<file path="config.mk">
export PLATFORM = sky130hd
export DESIGN_NAME = dm_arbiter_flat
export DESIGN_NICKNAME = d
export VERILOG_FILES = /design/src/rtl/dm_arb_pkg.sv /design/src/rtl/dm_arbiter_if.sv /design/src/rtl/dm_arbiter.sv /design/src/flat_wrapper.sv
export SDC_FILE = /design/constraint.sdc
export NUM_CORES = 1
export LEC_CHECK = 0
export ABC_CLOCK_PERIOD_IN_PS = 2460
export BUFFER_PORTS_ARGS = -buffer_cell sky130_fd_sc_hd__buf_2
export CAP_MARGIN = 20
export CORE_ASPECT_RATIO = 0.6
export CORE_UTILIZATION = 31
export DETAILED_ROUTE_END_ITERATION = 6
export GPL_ROUTABILITY_DRIVEN = 0
export PLACE_DENSITY = 0.81
export SETUP_SLACK_MARGIN = 0.02
export SYNTH_ARGS = -nofsm -noshare
export SYNTH_HDL_FRONTEND = slang
export SYNTH_SLANG_ARGS = --single-unit
</file>
<file path="constraint.sdc">
create_clock -name clk -period 2.46 [get_ports clk]
set_clock_uncertainty 0.2 [all_clocks]
set_input_delay 0.246 -clock clk [delete_from_list [all_inputs] [get_ports clk]]
set_output_delay 0.246 -clock clk [all_outputs]
set_load 0.02 [all_outputs]
</file>
<file path="src/rtl/dm_arb_pkg.sv">
// Shared types for the data-memory arbiter: FSM state, read owner, streak width.
package dm_arb_pkg;

    typedef enum logic [0:0] {
        StIdle,
        StRdWait
    } arb_state_e;

    typedef enum logic [1:0] {
        OwnNone,
        OwnCpu,
        OwnLd
    } owner_e;

    localparam int unsigned StreakWidth = 4;

endpackage

</file>
<file path="src/rtl/dm_arbiter_if.sv">
// Bus bundle between the requesters (CPU, host loader), the data memory and the arbiter.
// slave: arbiter side. master: requesters plus the memory's read-data return.
interface dm_arbiter_if #(
    parameter int unsigned reg_width  = 12,
    parameter int unsigned addr_width = 8
) ();

    // CPU port
    logic                  cpu_rd;
    logic                  cpu_wr;
    logic [addr_width-1:0] cpu_addr;
    logic [reg_width-1:0]  cpu_wdata;
    logic                  cpu_wait;
    logic                  cpu_rvalid;
    logic [reg_width-1:0]  cpu_rdata;

    // Host loader port
    logic                  ld_req;
    logic                  ld_we;
    logic [addr_width-1:0] ld_addr;
    logic [reg_width-1:0]  ld_wdata;
    logic                  ld_gnt;
    logic                  ld_rvalid;
    logic [reg_width-1:0]  ld_rdata;

    // Data memory port
    logic [addr_width-1:0] mem_address;
    logic [reg_width-1:0]  mem_data;
    logic                  mem_wren;
    logic [reg_width-1:0]  mem_q;

    modport slave (
        input  cpu_rd, cpu_wr, cpu_addr, cpu_wdata,
        output cpu_wait, cpu_rvalid, cpu_rdata,
        input  ld_req, ld_we, ld_addr, ld_wdata,
        output ld_gnt, ld_rvalid, ld_rdata,
        output mem_address, mem_data, mem_wren,
        input  mem_q
    );

    modport master (
        output cpu_rd, cpu_wr, cpu_addr, cpu_wdata,
        input  cpu_wait, cpu_rvalid, cpu_rdata,
        output ld_req, ld_we, ld_addr, ld_wdata,
        input  ld_gnt, ld_rvalid, ld_rdata,
        input  mem_address, mem_data, mem_wren,
        output mem_q
    );

endinterface

</file>
<file path="src/rtl/dm_arbiter.sv">
// Data-memory arbiter: one access per cycle, CPU priority, loader forced through after
// starve_limit consecutive contested CPU grants, one outstanding read tracked.
module dm_arbiter
    import dm_arb_pkg::*;
#(
    parameter int unsigned reg_width    = 12,
    parameter int unsigned addr_width   = 8,
    parameter int unsigned starve_limit = 4
) (
    input  logic       clk,
    input  logic       reset,
    dm_arbiter_if.slave bus
);

    localparam logic [StreakWidth-1:0] StreakLimit = StreakWidth'(starve_limit);

    arb_state_e              state_q, state_d;
    owner_e                  owner_q, owner_d;
    logic [StreakWidth-1:0]  streak_q, streak_d;

    logic                    cpu_req;
    logic                    ld_force;
    logic                    cpu_grant;
    logic                    ld_grant;
    logic                    rd_live;
    logic [addr_width-1:0]   addr_mux;
    logic [reg_width-1:0]    data_mux;
    logic                    wren_mux;

    // Grant decision; grants are suppressed while reset is low so nothing reaches memory.
    always_comb begin
        cpu_req   = bus.cpu_rd | bus.cpu_wr;
        ld_force  = bus.ld_req && (streak_q == StreakLimit);
        cpu_grant = reset && (state_q == StIdle) && cpu_req && !ld_force;
        ld_grant  = reset && (state_q == StIdle) && bus.ld_req && !cpu_grant;
    end

    // Memory port mux: grantee drives the port in the grant cycle, otherwise all zero.
    always_comb begin
        addr_mux = '0;
        data_mux = '0;
        wren_mux = 1'b0;
        if (cpu_grant) begin
            addr_mux = bus.cpu_addr;
            data_mux = bus.cpu_wdata;
            wren_mux = bus.cpu_wr; // rd+wr together is a write
        end else if (ld_grant) begin
            addr_mux = bus.ld_addr;
            data_mux = bus.ld_wdata;
            wren_mux = bus.ld_we;
        end
    end

    // Handshake and memory outputs.
    always_comb begin
        bus.mem_address = addr_mux;
        bus.mem_data    = data_mux;
        bus.mem_wren    = wren_mux;
        bus.cpu_wait    = cpu_req && !cpu_grant;
        bus.ld_gnt      = ld_grant;
    end

    // Read return: only the owner sees rvalid/data; a read cut by reset returns nothing.
    always_comb begin
        rd_live        = reset && (state_q == StRdWait);
        bus.cpu_rvalid = rd_live && (owner_q == OwnCpu);
        bus.ld_rvalid  = rd_live && (owner_q == OwnLd);
        bus.cpu_rdata  = bus.cpu_rvalid ? bus.mem_q : '0;
        bus.ld_rdata   = bus.ld_rvalid ? bus.mem_q : '0;
    end

    // Next-state: FSM, read owner and loader starvation streak.
    always_comb begin
        state_d  = state_q;
        owner_d  = owner_q;
        streak_d = streak_q;

        unique case (state_q)
            StIdle: begin
                if (cpu_grant && !bus.cpu_wr) begin
                    state_d = StRdWait;
                    owner_d = OwnCpu;
                end else if (ld_grant && !bus.ld_we) begin
                    state_d = StRdWait;
                    owner_d = OwnLd;
                end
            end
            StRdWait: begin
                state_d = StIdle;
                owner_d = OwnNone;
            end
        endcase

        if (!bus.ld_req || ld_grant) begin
            streak_d = '0;
        end else if (cpu_grant && (streak_q != StreakLimit)) begin
            streak_d = streak_q + StreakWidth'(1);
        end
    end

    // State registers with synchronous active-low reset.
    always_ff @(posedge clk) begin
        if (!reset) begin
            state_q  <= StIdle;
            owner_q  <= OwnNone;
            streak_q <= '0;
        end else begin
            state_q  <= state_d;
            owner_q  <= owner_d;
            streak_q <= streak_d;
        end
    end

endmodule

</file>
<file path="src/flat_wrapper.sv">
// flat-port wrapper written by rule: the top's interface ports become plain ports
module dm_arbiter_flat import dm_arb_pkg::*;
#(
    parameter int unsigned reg_width    = 12,
    parameter int unsigned addr_width   = 8,
    parameter int unsigned starve_limit = 4
)
  (clk, reset, bus_cpu_rd, bus_cpu_wr, bus_cpu_addr, bus_cpu_wdata, bus_cpu_wait, bus_cpu_rvalid, bus_cpu_rdata, bus_ld_req, bus_ld_we, bus_ld_addr, bus_ld_wdata, bus_ld_gnt, bus_ld_rvalid, bus_ld_rdata, bus_mem_address, bus_mem_data, bus_mem_wren, bus_mem_q);
  dm_arbiter_if #(.reg_width(reg_width), .addr_width(addr_width)) bus_i ();
  input  logic clk;
  input  logic reset;
  input wire logic [$bits(bus_i.cpu_rd)-1:0] bus_cpu_rd;
  input wire logic [$bits(bus_i.cpu_wr)-1:0] bus_cpu_wr;
  input wire logic [$bits(bus_i.cpu_addr)-1:0] bus_cpu_addr;
  input wire logic [$bits(bus_i.cpu_wdata)-1:0] bus_cpu_wdata;
  output wire logic [$bits(bus_i.cpu_wait)-1:0] bus_cpu_wait;
  output wire logic [$bits(bus_i.cpu_rvalid)-1:0] bus_cpu_rvalid;
  output wire logic [$bits(bus_i.cpu_rdata)-1:0] bus_cpu_rdata;
  input wire logic [$bits(bus_i.ld_req)-1:0] bus_ld_req;
  input wire logic [$bits(bus_i.ld_we)-1:0] bus_ld_we;
  input wire logic [$bits(bus_i.ld_addr)-1:0] bus_ld_addr;
  input wire logic [$bits(bus_i.ld_wdata)-1:0] bus_ld_wdata;
  output wire logic [$bits(bus_i.ld_gnt)-1:0] bus_ld_gnt;
  output wire logic [$bits(bus_i.ld_rvalid)-1:0] bus_ld_rvalid;
  output wire logic [$bits(bus_i.ld_rdata)-1:0] bus_ld_rdata;
  output wire logic [$bits(bus_i.mem_address)-1:0] bus_mem_address;
  output wire logic [$bits(bus_i.mem_data)-1:0] bus_mem_data;
  output wire logic [$bits(bus_i.mem_wren)-1:0] bus_mem_wren;
  input wire logic [$bits(bus_i.mem_q)-1:0] bus_mem_q;
  assign bus_i.cpu_rd = bus_cpu_rd;
  assign bus_i.cpu_wr = bus_cpu_wr;
  assign bus_i.cpu_addr = bus_cpu_addr;
  assign bus_i.cpu_wdata = bus_cpu_wdata;
  assign bus_cpu_wait = bus_i.cpu_wait;
  assign bus_cpu_rvalid = bus_i.cpu_rvalid;
  assign bus_cpu_rdata = bus_i.cpu_rdata;
  assign bus_i.ld_req = bus_ld_req;
  assign bus_i.ld_we = bus_ld_we;
  assign bus_i.ld_addr = bus_ld_addr;
  assign bus_i.ld_wdata = bus_ld_wdata;
  assign bus_ld_gnt = bus_i.ld_gnt;
  assign bus_ld_rvalid = bus_i.ld_rvalid;
  assign bus_ld_rdata = bus_i.ld_rdata;
  assign bus_mem_address = bus_i.mem_address;
  assign bus_mem_data = bus_i.mem_data;
  assign bus_mem_wren = bus_i.mem_wren;
  assign bus_i.mem_q = bus_mem_q;
  dm_arbiter #(.reg_width(reg_width), .addr_width(addr_width), .starve_limit(starve_limit)) u_core (.clk(clk), .reset(reset), .bus(bus_i));
endmodule
</file>
==> results.sh, run 1 <==
export IMPL_wl_met2_mm=1.47
export IMPL_cp_start_kind="register"
export IMPL_holdCritStartpoint="bus_ld_req"
export IMPL_fin_setup_tns_ps=0
export IMPL_crit_arrival_ps=1870
export IMPL_yosys_most_used_dff="dfxtp_1"
export IMPL_ys_types=27
export IMPL_synth_area_leaders="a22o_1 23%, and2_1 20%, dfxtp_1 18%"
export IMPL_synthCells=101
export IMPL_drive_above_1_share_pct=57.8
export IMPL_wl_met3_um=317
export IMPL_synth_common_cells="25 x and2_1, 21 x a22o_1, 9 x nand2_1"
export IMPL_startpoint="u_core.streak_q[0]"
export IMPL_r2r_end="u_core.owner_q[1]"
export IMPL_ys_ff_latch=7
export IMPL_highest_layer="met4"
export IMPL_antenna_found_initial=0
export IMPL_r2r_start="u_core.streak_q[0]"
export IMPL_hold_viol=0
export IMPL_met1Wirelength_mm=1.23
export IMPL_fin_cells=241
export IMPL_synthArstFlopShare_pct=0
export IMPL_period_share_pct=94.3
export IMPL_end_kind="output port"
export IMPL_max_cap_violations=0
export IMPL_grt_overflow_total=0
export IMPL_min_to="u_core.owner_q[0]"
export IMPL_nNetsFinal=272
export IMPL_grt_use_total_pct=17.8
export IMPL_hold_path_class="in -> reg"
export IMPL_portBuffers=106
export IMPL_grt_max_degree=24
export IMPL_hold_buffers=0
export IMPL_core_um2=2280
export IMPL_num_rows=13
export IMPL_ys_seq_area_share_pct=17.7
export IMPL_h_tree_depth=1
export IMPL_synth_top_area_share_pct=23.3
export IMPL_die_area_um2=2760
export IMPL_slew_viol_final=0
export IMPL_syn_avg_cell_area_um2=7.83
export IMPL_wl_mm=3.03
export IMPL_syn_num_nets=161
export IMPL_maxSlewHeadroom_pct=66.4
export IMPL_initial_utilization_pct=34.7
export IMPL_dr_pass1_iters=4
export IMPL_cp_required_ps=2010
export IMPL_p_per_area_nw_per_um2=358
export IMPL_avgViaCountPerCell=4.83
export IMPL_ctsRootBufferMaster="clkbuf_8"
export IMPL_area_growth_pct=79.1
export IMPL_ff2ff_path_depth=7
export IMPL_route_detailed_drc=0
export IMPL_netlist_area_um2=791
export IMPL_worstSetupPathType="reg -> out"
export IMPL_n_antenna_cell=0
export IMPL_dp_cells=237
export IMPL_grt_pass1_vias=841
export IMPL_worstMarginPinSlew_ps=502
export IMPL_ios=107
export IMPL_die_w_um=67.2
export IMPL_die_y_um=41.1
export IMPL_detail_route_antenna_nets=0
export IMPL_clock_sinks=7
export IMPL_ys_warn_count=0
export IMPL_cts_inserted_buffers=3
export IMPL_cts_tree="done"
export IMPL_cp_max_fo=23
export IMPL_outcome="finished, final reports clean"
export IMPL_vias=1164
export IMPL_synth_edf_count=0
export IMPL_hold_depth=2
export IMPL_rrSetupSlack_ps=610
export IMPL_min_period_ps=2320
export IMPL_ir_drop_mv=0.217
export IMPL_final_setup_viol_count=0
export IMPL_drt_initial_drc_count=92
export IMPL_rsz0062_at_grt="false"
export IMPL_leakagePower_nw=0.834
export IMPL_cts_path_max_buffers=2
export IMPL_grt_pass1_wl_mm=3.58
export IMPL_synth_most_common_cell="and2_1"
export IMPL_clock_latency_ps=230
export IMPL_clock_fmax_mhz=431
export IMPL_clkTransAtPathRegs_ps=50
export IMPL_dpl_hpwl_mm=2.53
export IMPL_wl_per_cell_um=12.6
export IMPL_yosysTopAreaCell="a22o_1"
[critical path, cell delays in order, from the launching register on]
cell     delay [ps]
dfxtp_1         340
inv_1            70
ha_1            150
and3b_4         230
nor3_4           50
nor2_4          410
a22o_1          230
buf_2           160
[sequential cells by signal, indices dropped and copies added, names as in the netlist]
register	cells
u_core.state_q	1
u_core.streak_q	4
u_core.owner_q	2
[stage by stage]
stage	power, W	setup slack, ps	util, %	area [um2]	hold slack, ps
final	0.000507	140	62.2	1420	43.8
after floorplan	0.000244	439	-	791	134
after detailed placement	0.000337	89.9	59.9	1360	284
after global routing	0.000533	28.6	62.2	1420	59.3
after global placement	0.000336	137	59.9	1360	294
after CTS	0.000509	23.9	62.1	1410	41.4
[metal layers]
metal	vias up	track usage (%)
met5	-	0
met3	3	6.11
met4	0	4.26
met2	54	29.3
li1	583	-
met1	524	22.6
[report_power, final]
part / internal [W] / switching, W / total (W) / leakage [nW]
Sequential: 0.000118 / 0.00000528 / 0.000124 / 0.0570
Clock: 0.000113 / 0.0000555 / 0.000168 / 0.0228
Combinational: 0.0000992 / 0.000116 / 0.000215 / 0.754
Total: 0.000330 / 0.000177 / 0.000507 / 0.834
[placed cells by master, fill, tap and decap left out, drive strengths merged]
cell type,n
buf,112
and2,25
a22o,21
nand2,9
dfxtp,7
nor2,6
clkbuf,4
inv,3
nor3b,3
nor2b,2
o21ai,2
a21oi,2
nand3,2
ha,2
nand2b,2
nor3,2
and3b,1
o221a,1
o2bb2ai,1
xnor2,1
a31oi,1
a311oi,1
a22oi,1
[cell families after synthesis]
family / count (synthesis) / synth area share, %
flops: 7 / 17.7
xor+xnor: 1 / 1.11
simple gates: 52 / 40.3
buf+inv: 9 / 6.49
fa+ha+maj: 2 / 3.16
compound gates: 30 / 31.2
[final cells by class]
| cell class | count | area (um2) |
|---|---|---|
| Sequential cell | 7 | 140 |
| Multi-Input combinational cell | 85 | 607 |
| Timing Repair Buffer | 112 | 576 |
| Inverter | 3 | 11.3 |
| Fill cell | 215 | 861 |
| Tap cell | 30 | 37.5 |
| Clock buffer | 4 | 45.0 |
[worst max path at each step]
stage / endpoint / slack (ps) / depth (start not counted)
floorplan: bus_mem_address[0] / 440 / 7
finish: bus_mem_address[5] / 140 / 7
CTS: bus_mem_address[5] / 20 / 8
global route: bus_mem_address[3] / 30 / 7
global placement: bus_mem_address[2] / 140 / 7
detailed placement: bus_mem_address[3] / 90 / 7
[timing repair]
action,4_1_cts,5_1_grt
buffers inserted,0,0
setup endpoints to repair,22,17
resized for setup,1,2
pin swaps,0,1
Note: power is estimated with default switching activity, not from simulation.
==> run 2, diff against run 1 <==
Settings changed: CORE_UTILIZATION 31 to 32, CTS_BUF_LIST set to sky130_fd_sc_hd__clkbuf_8, PLACE_DENSITY 0.81 to 0.83.
==> run 2 against run 1 <==
  * Count of clock-buffer cells in the layout shrank 1
  * Clock power fell by 3%
  * Worst setup slack got worse by 14 ps
  * Combinational power about the same
  * Fmax is 0.59% lower
  * Utilization grew 0.46 points
  * First-iteration DRC count decreased by 46%
  * Hold slack improved by 9.6 ps
  * Non-clock buffer count decreased by 1
  * Critical path type unchanged
  * Highest routed layer unchanged
==> results.sh, run 2 (synthesis gave the netlist of run 1 again) <==
export IMPL_detail_route_antenna_nets=0
export IMPL_nNetsFinal=271
export IMPL_clock_sinks=7
export IMPL_n_antenna_cell=0
export IMPL_totalPowerFinal_w=0.000500
export IMPL_cts_tree="done"
export IMPL_hold_depth=2
export IMPL_max_cap_violations=0
export IMPL_ff2ff_path_depth=7
export IMPL_area_growth_pct=77.8
export IMPL_wl_mm=3.07
export IMPL_cts_inserted_buffers=3
export IMPL_ctsRootBufferMaster="clkbuf_8"
export IMPL_min_period_ps=2330
export IMPL_ir_drop_mv=0.224
export IMPL_cp_required_ps=2010
export IMPL_core_um2=2240
export IMPL_cp_max_fo=23
export IMPL_final_setup_viol_count=0
export IMPL_dr_pass1_iters=4
export IMPL_r2r_start="u_core.streak_q[0]"
export IMPL_die_w_um=66.2
export IMPL_grt_overflow_total=0
export IMPL_die_area_um2=2680
export IMPL_die_y_um=40.5
export IMPL_portBuffers=106
export IMPL_largest_register_ffs=4
export IMPL_regMostFlops="u_core.streak_q"
export IMPL_min_to="u_core.owner_q[0]"
export IMPL_crit_arrival_ps=1890
export IMPL_period_share_pct=94.9
export IMPL_hold_viol=0
export IMPL_avgViaCountPerCell=4.76
export IMPL_whs_ps=53.4
export IMPL_biggestRegsByFlops="u_core.streak_q (4), u_core.owner_q (2), u_core.state_q (1)"
export IMPL_cp_start_kind="register"
export IMPL_antenna_found_initial=0
export IMPL_maxSlewHeadroom_pct=66.6
export IMPL_clock_latency_ps=230
export IMPL_clkTransAtPathRegs_ps=40
export IMPL_initial_utilization_pct=35.2
export IMPL_multi_input_area_um2=604
export IMPL_layout_commonest_cell="buf_2"
export IMPL_holdCritStartpoint="bus_ld_req"
export IMPL_drive_above_1_share_pct=57.1
export IMPL_h_tree_depth=1
export IMPL_route_detailed_drc=0
export IMPL_fin_setup_tns_ps=0
export IMPL_grt_pass1_vias=802
export IMPL_r2r_end="u_core.owner_q[1]"
export IMPL_critical_path_cell_chain="inv_1 -> ha_1 -> and3b_4 -> nor3_4 -> nor2_4 -> a22o_1 -> buf_2"
export IMPL_seq_area_um2=140
export IMPL_hold_buffers=0
export IMPL_hold_path_class="in -> reg"
export IMPL_grt_pass1_wl_mm=3.76
export IMPL_wl_per_cell_um=12.8
export IMPL_worstSetupPathType="reg -> out"
export IMPL_outcome="finished, final reports clean"
export IMPL_num_rows=13
export IMPL_vias=1143
export IMPL_cts_path_max_buffers=2
export IMPL_layout_cells_most_common_list="106 x buf_2, 25 x and2_1, 21 x a22o_1"
export IMPL_crit_buf_inv=2
export IMPL_slew_viol_final=0
export IMPL_slowest_stage="nor2_4"
export IMPL_dpl_hpwl_mm=2.54
export IMPL_grt_max_degree=24
export IMPL_p_per_area_nw_per_um2=356
export IMPL_critPathMaxStageDelay_ps=430
export IMPL_path_delay_family="simple AND/OR/NAND/NOR gates"
export IMPL_end_kind="output port"
export IMPL_drt_initial_drc_count=50
export IMPL_worstMarginPinSlew_ps=500
export IMPL_leakagePower_nw=0.832
export IMPL_rrSetupSlack_ps=630
export IMPL_clock_fmax_mhz=428
export IMPL_rsz0062_at_grt="false"
export IMPL_grt_use_total_pct=19.9
export IMPL_num_fill_cells=197
export IMPL_ios=107
==> run 2: timing repair <==
item | in CTS | in global routing
buffers inserted | 0 | 0
gates resized for setup | 1 | 0
setup endpoints to repair | 22 | 0
==> run 2: worst max path at each step <==
stage | start | end | slack (ps) | cells past startpoint
2_1_floorplan | u_core.streak_q[0] | bus_mem_address[0] | 440 | 7
3_3_place_gp | u_core.streak_q[0] | bus_mem_address[4] | 170 | 7
3_5_place_dp | u_core.streak_q[0] | bus_mem_data[2] | 140 | 7
4_1_cts | u_core.streak_q[0] | bus_mem_address[5] | 140 | 7
5_1_grt | u_core.streak_q[0] | bus_mem_data[1] | 40 | 7
6_report | u_core.streak_q[0] | bus_mem_data[2] | 130 | 7
==> run 2: stage by stage <==
step | util [%] | setup slack [ps] | instance area (um2) | cells
after CTS | 62.7 | 139 | 1410 | 240
after floorplan | - | 439 | 791 | 101
after detailed placement | 60.4 | 136 | 1360 | 236
final | 62.7 | 126 | 1410 | 240
after global placement | 60.4 | 171 | 1360 | 236
after global routing | 62.7 | 36.2 | 1410 | 240
==> run 2: cell type report <==
type	count	area share, %
Clock inverter	1	0.267
Timing Repair Buffer	111	40.4
Tap cell	30	2.67
Clock buffer	3	2.94
Multi-Input combinational cell	85	43.0
Sequential cell	7	9.96
Inverter	3	0.801
==> run 2: worst reg2reg max path: cells and delay by family (launching register included) <==
kind / cells / cell delay [ps]
AOI/OAI and AO/OA: 1 / 250
adders and majority gates: 1 / 200
buffers and inverters: 2 / 250
DFF: 1 / 390
and+or+nand+nor: 3 / 430
==> run 2: power breakdown <==
group / internal (W) / switching, W / total (W)
clock network: 0.000108 / 0.0000551 / 0.000163
registers: 0.000118 / 0.00000488 / 0.000123
logic: 0.0000964 / 0.000117 / 0.000214
==> run 2: routing by layer <==
metal  wire [um]  vias to the layer above  track usage, %  part of all wire, %
met5           0                        -               0                    0
met4          26                        0            6.38                 0.85
met3         285                        4            7.67                  9.3
met2        1340                       52            27.0                   43
met1        1420                      505            27.9                   46
li1            -                      582               -                    -
==> run 3, diff against run 2 <==
Settings changed: ABC_AREA set to 1, CAP_MARGIN 20 to unset, CORE_UTILIZATION 32 to 33, PLACE_DENSITY 0.83 to 0.82.
==> run 3 against run 2 <==
  * Critical path depth is 2 higher
  * Count of clock-buffer cells in the layout stayed put
  * First-iteration DRC count is 36% lower
  * Combinational power is 7% lower
==> results.sh, run 3 <==
export IMPL_synth_common_cells="77 x nand2_1, 29 x inv_1, 27 x nor2_1"
export IMPL_synth_top_area_share_pct=33.4
export IMPL_hold_buffers=0
export IMPL_ios=107
export IMPL_hold_depth=3
export IMPL_regMostFlops="u_core.streak_q"
export IMPL_cts_tree="done"
export IMPL_outcome="finished, final reports clean"
export IMPL_cp_start_kind="register"
export IMPL_synthCells=171
export IMPL_grt_overflow_total=0
export IMPL_grt_use_total_pct=18.3
export IMPL_synth_area_leaders="nand2_1 33%, dfxtp_1 16%, inv_1 13%"
export IMPL_yosysTopAreaCell="nand2_1"
export IMPL_largest_register_ffs=4
export IMPL_cts_inserted_buffers=3
export IMPL_ys_types=18
export IMPL_ff2ff_path_depth=9
export IMPL_clock_sinks=7
export IMPL_cts_path_max_buffers=2
export IMPL_hold_viol=0
export IMPL_fin_setup_tns_ps=0
export IMPL_synthArstFlopShare_pct=0
export IMPL_clock_latency_ps=230
export IMPL_die_y_um=41.7
export IMPL_power_frac_comb_pct=41.3
export IMPL_drt_initial_drc_count=32
export IMPL_antenna_found_initial=0
export IMPL_slew_viol_final=0
export IMPL_h_tree_depth=1
export IMPL_cts_setup_buffers=0
export IMPL_portBuffers=106
export IMPL_whs_ps=139
export IMPL_ys_ff_latch=7
export IMPL_drive_above_1_share_pct=42.9
export IMPL_clock_fmax_mhz=456
export IMPL_cp_required_ps=2010
export IMPL_rsz0062_at_grt="false"
export IMPL_biggestRegsByFlops="u_core.streak_q (4), u_core.owner_q (2), u_core.state_q (1)"
export IMPL_layout_cells_most_common_list="106 x buf_2, 77 x nand2_1, 30 x inv_1"
export IMPL_die_w_um=68.1
export IMPL_maxSlewHeadroom_pct=76.2
export IMPL_layout_commonest_cell="buf_2"
export IMPL_leakagePower_nw=1.02
export IMPL_grt_pass1_wl_mm=4.06
export IMPL_p_int_w=0.000305
export IMPL_wl_mm=2.67
export IMPL_clkTransAtPathRegs_ps=40
export IMPL_ys_seq_area_share_pct=16.2
export IMPL_area_growth_pct=64.6
export IMPL_synth_most_common_cell="nand2_1"
export IMPL_worstMarginPinSlew_ps=356
export IMPL_n_antenna_cell=0
export IMPL_netlist_area_um2=866
export IMPL_period_share_pct=89.2
export IMPL_p_sw_w=0.000178
export IMPL_ir_drop_mv=0.151
export IMPL_hold_path_class="in -> reg"
export IMPL_min_period_ps=2190
export IMPL_num_rows=13
export IMPL_seqPwrFrac_pct=25.3
export IMPL_die_area_um2=2840
export IMPL_slowest_stage="dfxtp_1"
export IMPL_ys_warn_count=0
export IMPL_critPathMaxStageDelay_ps=320
export IMPL_avgViaCountPerCell=4.11
export IMPL_ctsRootBufferMaster="clkbuf_8"
export IMPL_cp_max_fo=21
export IMPL_dr_pass1_iters=5
export IMPL_yosys_most_used_dff="dfxtp_1"
export IMPL_final_setup_viol_count=0
export IMPL_syn_num_nets=231
export IMPL_vias=1254
export IMPL_totalPowerFinal_w=0.000483
export IMPL_wl_per_cell_um=8.75
export IMPL_max_cap_violations=0
export IMPL_core_um2=2310
export IMPL_detail_route_antenna_nets=0
export IMPL_crit_arrival_ps=1750
export IMPL_end_kind="output port"
export IMPL_p_per_area_nw_per_um2=339
export IMPL_design_area_um2=1430
export IMPL_p_clk_share_pct=33.4
export IMPL_nNetsFinal=336
export IMPL_switching_share_pct=36.9
export IMPL_syn_avg_cell_area_um2=5.06
export IMPL_critical_path_cell_chain="inv_1 -> ha_1 -> nand3_1 -> inv_1 -> nand2_1 -> nand2_1 -> clkinv_2 -> a21oi_1 -> buf_2"
export IMPL_grt_max_degree=22
export IMPL_initial_utilization_pct=37.5
export IMPL_postPlaceCellArea_um2=1380
export IMPL_dpl_hpwl_mm=2.22
export IMPL_worstSetupPathType="reg -> out"
export IMPL_synth_edf_count=0
export IMPL_grt_pass1_vias=1032
export IMPL_route_detailed_drc=0
run 3: power groups by stage:
stage	combinational, W	clock (W)	sequential (W)
finish	0.000200	0.000161	0.000122
global route	0.000222	0.000172	0.000123
CTS	0.000201	0.000166	0.000122
detailed placement	0.000201	0	0.000124
global placement	0.000199	0	0.000124
floorplan	0.000124	0	0.000124
run 3: routing by layer:
metal,track usage [%],part of all wire [%],vias up
li1,-,-,704
met1,20.0,44,499
met2,32.9,48,47
met3,4.67,6.9,4
met4,7.08,1.3,0
met5,0,0,-
run 3: what timing repair did:
item                                    4_1_cts  5_1_grt
endpoints found under the hold margin         0        0
endpoints found under the setup margin        0        4
gates resized for setup                       0        1
run 3: worst paths after layout:
check	startpoint	to	slack (ps)
max	u_core.streak_q[0]	bus_cpu_wait	270
min	reset	u_core.owner_q[0]	140
max reg2reg	u_core.streak_q[0]	u_core.streak_q[3]	930
min reg2reg	u_core.streak_q[0]	u_core.streak_q[0]	300
run 3: layout make-up:
class / instances / area, um2
Clock buffer: 3 / 41.3
Clock inverter: 1 / 3.75
Fill cell: 237 / 885
Inverter: 33 / 125
Multi-Input combinational cell: 125 / 547
Sequential cell: 7 / 140
Tap cell: 30 / 37.5
Timing Repair Buffer: 106 / 531
run 3: critical path: cells and delay by family (launching register included):
kind,cells,cell delay [ps]
buffers and inverters,4,570
AND/OR/NAND/NOR,3,310
flip-flops,1,320
adder cells (fa/ha/maj),1,140
AO/OA/AOI/OAI,1,180
run 3: per-stage QoR:
stage	std cells	setup slack, ps	util (%)
2_1_floorplan	171	639	-
3_3_place_gp	301	475	59.7
3_5_place_dp	301	452	59.7
4_1_cts	305	202	61.6
5_1_grt	305	45.0	61.7
6_report	305	267	61.7
run 3: kinds of logic (layout without fill, tap and decap cells):
family / after synthesis / after routing / synth area share (%)
flip-flops: 7 / 7 / 16.2
AND/OR/NAND/NOR: 115 / 115 / 55.5
buffers and inverters: 39 / 143 / 20.7
AO/OA/AOI/OAI: 8 / 8 / 4.77
adder cells (fa/ha/maj): 2 / 2 / 2.89
